--- config.mk ---
export PLATFORM = sky130hd
export DESIGN_NAME = fp16_product_accumulator_flat
export DESIGN_NICKNAME = d
export VERILOG_FILES = /design/src/rtl/fp16_pkg.sv /design/src/rtl/fp16_product_accumulator_if.sv /design/src/rtl/fp16_fix_normalize.sv /design/src/rtl/fp16_product_accumulator.sv /design/src/flat_wrapper.sv
export SDC_FILE = /design/constraint.sdc
export NUM_CORES = 1
export LEC_CHECK = 0
export CAP_MARGIN = 20
export CORE_AREA = 2 2 270 272
export CTS_CLUSTER_DIAMETER = 80
export DETAILED_ROUTE_END_ITERATION = 8
export DIE_AREA = 0 0 272 274
export PLACE_DENSITY = 0.49
export SETUP_SLACK_MARGIN = 0.4
export SYNTH_ARGS = -nofsm -noshare
export SYNTH_HDL_FRONTEND = slang
export SYNTH_HIERARCHICAL = 1
export SYNTH_SLANG_ARGS = --single-unit
--- constraint.sdc ---
create_clock -name clk -period 19.4 [get_ports clk]
set_input_delay 3.88 -clock clk [delete_from_list [all_inputs] [get_ports clk]]
set_output_delay 3.88 -clock clk [all_outputs]
set_load 0.1 [all_outputs]
--- src/rtl/fp16_pkg.sv ---
// Shared FP16 field widths, fixed-point scaling and flag bit positions
// for the multiplier and product-accumulator datapaths.
package fp16_pkg;

   localparam int FP_W        = 16;
   localparam int EXP_W       = 5;
   localparam int MAN_W       = 10;
   localparam int BIAS        = 15;
   localparam int FIX_LSB_EXP = -24;
   localparam int FLG_W       = 5;

   // multiplier flag vector
   localparam int MF_ANY_EXC  = 4;
   localparam int MF_ANAN     = 3;
   localparam int MF_BNAN     = 2;
   localparam int MF_AINF     = 1;
   localparam int MF_BINF     = 0;

   // accumulator flag vector
   localparam int AF_IN_EXC   = 4;
   localparam int AF_OVF      = 3;
   localparam int AF_UNF      = 2;
   localparam int AF_INEXACT  = 1;
   localparam int AF_ACC_SAT  = 0;

endpackage

--- src/rtl/fp16_product_accumulator_if.sv ---
// Product stream in, reduced FP16 result out, each with valid/ready.
interface fp16_product_accumulator_if #(
   parameter int CNT_W = 8
);
   import fp16_pkg::*;

   logic                 in_valid;
   logic                 in_ready;
   logic [FP_W-1:0]      in_data;
   logic [FLG_W-1:0]     in_flags;
   logic                 in_last;
   logic                 out_valid;
   logic                 out_ready;
   logic [FP_W-1:0]      out_data;
   logic [FLG_W-1:0]     out_flags;
   logic [CNT_W-1:0]     out_count;

   modport master (
      output in_valid, in_data, in_flags, in_last, out_ready,
      input  in_ready, out_valid, out_data, out_flags, out_count
   );

   modport slave (
      input  in_valid, in_data, in_flags, in_last, out_ready,
      output in_ready, out_valid, out_data, out_flags, out_count
   );

endinterface

--- src/rtl/fp16_fix_normalize.sv ---
// Signed fixed-point (LSB 2^-24) to FP16 conversion with
// round-to-nearest-even; flushes tiny results to signed zero.
module fp16_fix_normalize
   import fp16_pkg::*;
#(
   parameter int ACC_W = 48
) (
   input  logic signed [ACC_W-1:0] sum_i,
   output logic [FP_W-1:0]         data_o,
   output logic                    ovf_o,
   output logic                    unf_o,
   output logic                    inx_o
);

   localparam int PW     = $clog2(ACC_W);
   localparam int EB_OFS = -FIX_LSB_EXP - BIAS;

   logic              sgn;
   logic [ACC_W-1:0]  mag;
   logic [ACC_W-1:0]  norm;
   logic [PW-1:0]     p;
   logic [PW+1:0]     eb;
   logic [PW+1:0]     eb_r;
   logic [MAN_W-1:0]  man;
   logic [MAN_W-1:0]  man_r;
   logic              g;
   logic              s;
   logic              rnd;
   logic              cy;

   always_comb begin
      sgn = sum_i[ACC_W-1];
      mag = sgn ? ACC_W'(-sum_i) : ACC_W'(sum_i);
      p   = '0;
      for (int i = 0; i < ACC_W; i++) begin
         if (mag[i]) p = PW'(i);
      end
      // left-justify so the hidden one sits in the MSB
      norm = mag << (PW'(ACC_W - 1) - p);
      man  = norm[ACC_W-2 -: MAN_W];
      g    = norm[ACC_W-2-MAN_W];
      s    = |norm[ACC_W-3-MAN_W:0];
      rnd  = g & (s | man[0]);
      {cy, man_r} = {1'b0, man} + (MAN_W+1)'(rnd);
      eb   = {2'b00, p} - (PW+2)'(EB_OFS);
      eb_r = eb + (PW+2)'(cy);

      data_o = '0;
      ovf_o  = 1'b0;
      unf_o  = 1'b0;
      inx_o  = 1'b0;
      if (mag != '0) begin
         if (eb[PW+1] || eb == '0) begin
            data_o = {sgn, 15'h0};
            unf_o  = 1'b1;
            inx_o  = 1'b1;
         end else if (eb_r >= (PW+2)'(31)) begin
            data_o = {sgn, 5'h1F, 10'h0};
            ovf_o  = 1'b1;
            inx_o  = g | s;
         end else begin
            data_o = {sgn, eb_r[EXP_W-1:0], man_r};
            inx_o  = g | s;
         end
      end
   end

endmodule

--- src/rtl/fp16_product_accumulator.sv ---
// Exact fixed-point reduction of a vector of FP16 products, emitting
// one rounded FP16 sum with sticky flags and beat count per vector.
module fp16_product_accumulator
   import fp16_pkg::*;
#(
   parameter int ACC_W = 48,
   parameter int CNT_W = 8
) (
   input  logic                       clk,
   input  logic                       rst,
   fp16_product_accumulator_if.slave  bus
);

   localparam logic [1:0] S_ACC  = 2'd0;
   localparam logic [1:0] S_NORM = 2'd1;
   localparam logic [1:0] S_HOLD = 2'd2;

   logic [1:0]              state_q, state_d;
   logic                    last_seen_q;
   logic                    s1_vld_q, s1_last_q;
   logic signed [ACC_W-1:0] s1_term_q, term_d;
   logic signed [ACC_W-1:0] acc_q, acc_d;
   logic                    s2_last_q;
   logic [CNT_W-1:0]        cnt_q;
   logic                    exc_q, sat_q;
   logic                    out_vld_q;
   logic [FP_W-1:0]         out_data_q;
   logic [FLG_W-1:0]        out_flags_q;
   logic [CNT_W-1:0]        out_cnt_q;

   logic                    in_rdy, in_acc, out_hs;
   logic                    exc_beat, add_ovf;
   logic [EXP_W-1:0]        ex;
   logic [ACC_W-1:0]        mag;
   logic [ACC_W:0]          sum_w;
   logic [FP_W-1:0]         nrm_data;
   logic                    nrm_ovf, nrm_unf, nrm_inx;

   assign in_rdy = (state_q == S_ACC) && !last_seen_q;
   assign in_acc = bus.in_valid && in_rdy;
   assign out_hs = (state_q == S_HOLD) && bus.out_ready;

   assign bus.in_ready  = in_rdy;
   assign bus.out_valid = out_vld_q;
   assign bus.out_data  = out_data_q;
   assign bus.out_flags = out_flags_q;
   assign bus.out_count = out_cnt_q;

   always_comb begin
      ex       = bus.in_data[FP_W-2 -: EXP_W];
      mag      = '0;
      term_d   = '0;
      exc_beat = 1'b0;
      if (ex == 5'h1F || bus.in_flags[MF_ANY_EXC]) begin
         exc_beat = 1'b1;
      end else if (ex != '0) begin
         mag    = ACC_W'({1'b1, bus.in_data[MAN_W-1:0]}) << (ex - 5'd1);
         term_d = bus.in_data[FP_W-1] ? -$signed(mag) : $signed(mag);
      end
   end

   // one guard bit exposes signed overflow; clamp to full scale
   always_comb begin
      sum_w   = {acc_q[ACC_W-1], acc_q} + {s1_term_q[ACC_W-1], s1_term_q};
      add_ovf = sum_w[ACC_W] != sum_w[ACC_W-1];
      acc_d   = sum_w[ACC_W-1:0];
      if (add_ovf) begin
         acc_d = sum_w[ACC_W] ? {1'b1, {(ACC_W-1){1'b0}}}
                              : {1'b0, {(ACC_W-1){1'b1}}};
      end
   end

   always_comb begin
      state_d = state_q;
      unique case (1'b1)
         state_q == S_ACC:  if (s2_last_q) state_d = S_NORM;
         state_q == S_NORM: state_d = S_HOLD;
         state_q == S_HOLD: if (bus.out_ready) state_d = S_ACC;
         default:           state_d = S_ACC;
      endcase
   end

   fp16_fix_normalize #(.ACC_W(ACC_W)) u_norm (
      .sum_i  (acc_q),
      .data_o (nrm_data),
      .ovf_o  (nrm_ovf),
      .unf_o  (nrm_unf),
      .inx_o  (nrm_inx)
   );

   always_ff @(posedge clk) begin
      if (!rst) begin
         state_q     <= S_ACC;
         last_seen_q <= 1'b0;
         s1_vld_q    <= 1'b0;
         s1_last_q   <= 1'b0;
         s1_term_q   <= '0;
         acc_q       <= '0;
         s2_last_q   <= 1'b0;
         cnt_q       <= '0;
         exc_q       <= 1'b0;
         sat_q       <= 1'b0;
         out_vld_q   <= 1'b0;
         out_data_q  <= '0;
         out_flags_q <= '0;
         out_cnt_q   <= '0;
      end else begin
         state_q   <= state_d;
         s1_vld_q  <= in_acc;
         s1_last_q <= in_acc && bus.in_last;
         s2_last_q <= s1_vld_q && s1_last_q;
         if (in_acc) begin
            s1_term_q <= term_d;
            if (bus.in_last) last_seen_q <= 1'b1;
            if (exc_beat) exc_q <= 1'b1;
            if (cnt_q != '1) cnt_q <= cnt_q + 1'b1;
         end
         if (s1_vld_q) begin
            acc_q <= acc_d;
            if (add_ovf) sat_q <= 1'b1;
         end
         if (state_q == S_NORM) begin
            out_vld_q   <= 1'b1;
            out_data_q  <= nrm_data;
            out_flags_q <= {exc_q, nrm_ovf, nrm_unf, nrm_inx, sat_q};
            out_cnt_q   <= cnt_q;
         end
         if (out_hs) begin
            out_vld_q   <= 1'b0;
            acc_q       <= '0;
            cnt_q       <= '0;
            exc_q       <= 1'b0;
            sat_q       <= 1'b0;
            last_seen_q <= 1'b0;
         end
      end
   end

endmodule
--- src/flat_wrapper.sv ---
// flat-port wrapper written by rule: the top's interface ports become plain ports
module fp16_product_accumulator_flat import fp16_pkg::*;
#(
   parameter int ACC_W = 48,
   parameter int CNT_W = 8
)
  (clk, rst, bus_in_valid, bus_in_data, bus_in_flags, bus_in_last, bus_out_ready, bus_in_ready, bus_out_valid, bus_out_data, bus_out_flags, bus_out_count);
  fp16_product_accumulator_if #(.CNT_W(CNT_W)) bus_i ();
  input  logic clk;
  input  logic rst;
  input wire logic [$bits(bus_i.in_valid)-1:0] bus_in_valid;
  input wire logic [$bits(bus_i.in_data)-1:0] bus_in_data;
  input wire logic [$bits(bus_i.in_flags)-1:0] bus_in_flags;
  input wire logic [$bits(bus_i.in_last)-1:0] bus_in_last;
  input wire logic [$bits(bus_i.out_ready)-1:0] bus_out_ready;
  output wire logic [$bits(bus_i.in_ready)-1:0] bus_in_ready;
  output wire logic [$bits(bus_i.out_valid)-1:0] bus_out_valid;
  output wire logic [$bits(bus_i.out_data)-1:0] bus_out_data;
  output wire logic [$bits(bus_i.out_flags)-1:0] bus_out_flags;
  output wire logic [$bits(bus_i.out_count)-1:0] bus_out_count;
  assign bus_i.in_valid = bus_in_valid;
  assign bus_i.in_data = bus_in_data;
  assign bus_i.in_flags = bus_in_flags;
  assign bus_i.in_last = bus_in_last;
  assign bus_i.out_ready = bus_out_ready;
  assign bus_in_ready = bus_i.in_ready;
  assign bus_out_valid = bus_i.out_valid;
  assign bus_out_data = bus_i.out_data;
  assign bus_out_flags = bus_i.out_flags;
  assign bus_out_count = bus_i.out_count;
  fp16_product_accumulator #(.ACC_W(ACC_W), .CNT_W(CNT_W)) u_core (.clk(clk), .rst(rst), .bus(bus_i));
endmodule
==> results by group <==
Run status
  • Outcome: finished, final reports clean

Global route
  • Grt ovf: 0
  • Number of global-route vias before repair: 16.9k
  • Initial antenna violation count: 0
  • Global-route wire length before repair: 96900 µm
  • Total track usage: 0.160
  • Pin count of the biggest net entering global routing: 62

Worst setup path
  • R2R Setup Slk: 9480 ps
  • Critical path data arrival time: 10310 ps
  • Worst r2r src: u_core/acc_q[16]$_SDFFE_PP0P_
  • Crit. Startpoint: u_core/acc_q[16]$_SDFFE_PP0P_
  • Worst Path Class, Setup: flip-flop to flip-flop
  • Worst r2r dst: u_core/bus.out_data[3]$_SDFFE_PN0N_
  • R2R cell count: 32
  • Worst path max stage delay: 700 ps
  • Slowest-stage cell, CP: nor4_2
  • CP Launch Type: flip-flop
  • Crit-path most repeated cell: nand2_1
  • CP endpoint kind: flip-flop
  • Data required, critical path: 19790 ps
  • Worst-path maximum fanout: 43

Final layout
  • Nets@finish: 2456
  • Antenna cells: 0
  • Layout cells sized above 1: 0.0925
  • Non-filler cells, final: 3338
  • Area Growth Syn to Fin: 9.13%

Synthesis
  • Synth top cells by count: nand2_1, o21ai_0, a21oi_1, nor2_1, dfxtp_1
  • Count leader, synth: nand2_1
  • Yosys top cell by area: dfxtp_1
  • Mean area per synthesized cell: 7.22 µm²
  • Register area share after synthesis: 0.160
  • Total number of yosys warnings: 6
  • Cell Area, Synth: 17700 µm²
  • Seq cells post-synth: 142
  • Post-synth cell types: 126
  • Post-synth EDFFs: 0
  • Post-synthesis async set-or-reset flop share: 0
  • Syn Nets: 2544
  • Synth Instances: 2454
  • Ranking of synthesized cells by area: dfxtp_1, nand2_1, o21ai_0
  • Synth top area share: 0.160
  • Top FF cell, synth: dfxtp_1

Hold path
  • Hold depth: 2
  • Hold Path Class: flip-flop to flip-flop
  • Worst Hold Launch: u_core/s2_last_q$_SDFF_PN0_
  • Hold Crit Endpoint: u_core/state_q[0]$_SDFFE_PN0P_

STA
  • Setup TNS: 0 ps
  • RSZ-0062 raised after global routing: false
  • Maximum clock rate: 0.101 GHz
  • Final period util: 0.511
  • Max-slew headroom: 0.318
  • Setup Viol. Count Final: 0
  • Minimum clock period: 9920 ps
  • Final Hold Viols: 0
  • Worst Tran Pin Value: 1020 ps
  • Max-slew violation count: 0
  • Worst Skew: 9.91 ps

Power
  • Comb pwr share: 0.611
  • Clock group share of total power: 0.190
  • P_int: 833 µW
  • Sw frac: 0.504
  • Pwr Density: 86.9 nW/µm²
  • Sequential power share: 0.199
  • Psw: 848 µW
  • Final Power: 1680 µW
  • Max IR drop VDD: 0.0000540 V
  • LEAKAGE: 0.00681 µW

Die
  • # rows: 99
  • Die Area: 74500 µm²
  • Die outline width: 272 µm
  • Initial core utilization: 0.246
  • I/O pin count: 57
  • Total core area: 72000 µm²
  • Die Ht: 274 µm

Clock network
  • Clk sinks: 142
  • CTS Root Cell: clkbuf_16
  • Worst-Skew Late Latency: 460 ps
  • CTS tree: done
  • Max H-tree Level: 4
  • Clk buf depth: 2
  • Post-cts gate resize count: 0
  • Clk slew on worst S/H paths: 70 ps
  • Cts bufs inserted: 17
  • Cts hold-fix bufs: 0
  • # Post-CTS Setup Buffers: 0

Detailed routing
  • # DRC: 0
  • Drt pass-1 iters: 5
  • DRT Wirelength: 60800 µm
  • Routed wire per std cell: 18.2 µm
  • Antenna-violating nets left: 0
  • Via count: 18.2k
  • Via density: 5.47
  • Drt initial violations: 1454

Placed design
  • Buffers on Ports: 52
  • Dpl cells: 3306
  • RD Place Congestion: 0.905
  • Hpwl dp: 47100 µm

Flow run
  • MaxCap Viol Count: 0
==> metrics by stage <==
step                      instance area [µm²]  hold slack, ps  utilization  setup WS [ps]
after floorplan                         17700             400            -          11410
after global placement                  18800             413        0.261           9500
after detailed placement                18800             410        0.261           9570
after CTS                               19300             421        0.269           9530
after global routing                    19300             451        0.269           8630
final                                   19300             421        0.269           9480
==> critical path: cells and delay by family (launching register included) <==
family	cells	cell delay, ps
multiplexers	1	360
XOR/XNOR	1	570
flip-flops	1	460
AND/OR/NAND/NOR	18	5550
buffers and inverters	1	420
AO/OA/AOI/OAI	9	2050
adder cells (fa/ha/maj)	2	370
==> worst max path at each step <==
stage	cells past startpoint	endpoint	slack, ps
2_1_floorplan	38	u_core/bus.out_data[3]$_SDFFE_PN0N_	11410
3_3_place_gp	32	u_core/bus.out_data[3]$_SDFFE_PN0N_	9500
3_5_place_dp	32	u_core/bus.out_data[3]$_SDFFE_PN0N_	9570
4_1_cts	32	u_core/bus.out_data[3]$_SDFFE_PN0N_	9530
5_1_grt	32	u_core/bus.out_data[3]$_SDFFE_PN0N_	8630
6_report	32	u_core/bus.out_data[3]$_SDFFE_PN0N_	9480
==> cell usage in the layout (no fill, tap or decap), types with 13 or more instances in the layout <==
master and count:
a211oi_1 18, a21o_1 40, a21oi_1 192, a21oi_4 32, a22oi_1 26, a31oi_1 34
a32oi_1 13, and2_1 32, and3_1 19, buf_4 34, clkbuf_16 17, clkdlybuf4s50_1 52
dfxtp_1 140, ha_1 63, inv_1 47, mux2i_1 19, nand2_1 316, nand2b_1 16
nand3_1 126, nand4_1 40, nor2_1 169, nor2b_1 23, nor3_1 53, nor4_1 30
o2111ai_1 16, o211ai_1 46, o21a_1 22, o21ai_0 197, o21ai_1 28, o21ai_2 13
o31ai_1 21, or4_1 14, xnor2_1 76, xor2_1 61
==> final cells by class <==
type,instances,area (µm²)
tap,959,1200
inverter,52,196
multi-input combinational,2067,13800
sequential,142,2850
clock buffer,18,429
timing repair buffer,86,776
clock inverter,14,135
fill,7962,52600
==> cell families after synthesis <==
family                     after synthesis  synth area share
AOI/OAI and AO/OA                      893             0.360
buffers and inverters                  245            0.0653
and+or+nand+nor                        925             0.263
DFF                                    142             0.160
xor gates and xnor gates               140            0.0700
adders and majority gates               67            0.0473
muxes                                   42            0.0338
==> layer usage <==
metal | GRT usage | vias up | share of wire
li1 | - | 9047 | -
met1 | 0.227 | 8619 | 0.49
met2 | 0.252 | 491 | 0.44
met3 | 0.0171 | 89 | 0.038
met4 | 0.0539 | 0 | 0.028
met5 | 0 | - | 0
==> flip-flops by register name, summed over array words and instances, names as in the netlist <==
name / cells
u_core/acc_q: 48
u_core/bus.out_count: 8
u_core/bus.out_data: 16
u_core/bus.out_flags: 5
u_core/bus.out_valid: 1
u_core/cnt_q: 8
u_core/exc_q: 1
u_core/last_seen_q: 1
u_core/s1_last_q: 1
u_core/s1_term_q: 48
u_core/s1_vld_q: 1
u_core/s2_last_q: 1
u_core/sat_q: 1
u_core/state_q: 2
==> power groups by stage <==
| stage | sequential, µW | clock (µW) | combinational [µW] |
|---|---|---|---|
| final | 335 | 319 | 1030 |
| after global routing | 338 | 342 | 1120 |
| after CTS | 334 | 331 | 1010 |
| after detailed placement | 341 | 0 | 1010 |
| after global placement | 341 | 0 | 1020 |
| after floorplan | 324 | 0 | 793 |
No activity file was read; power rests on OpenSTA's default activity.
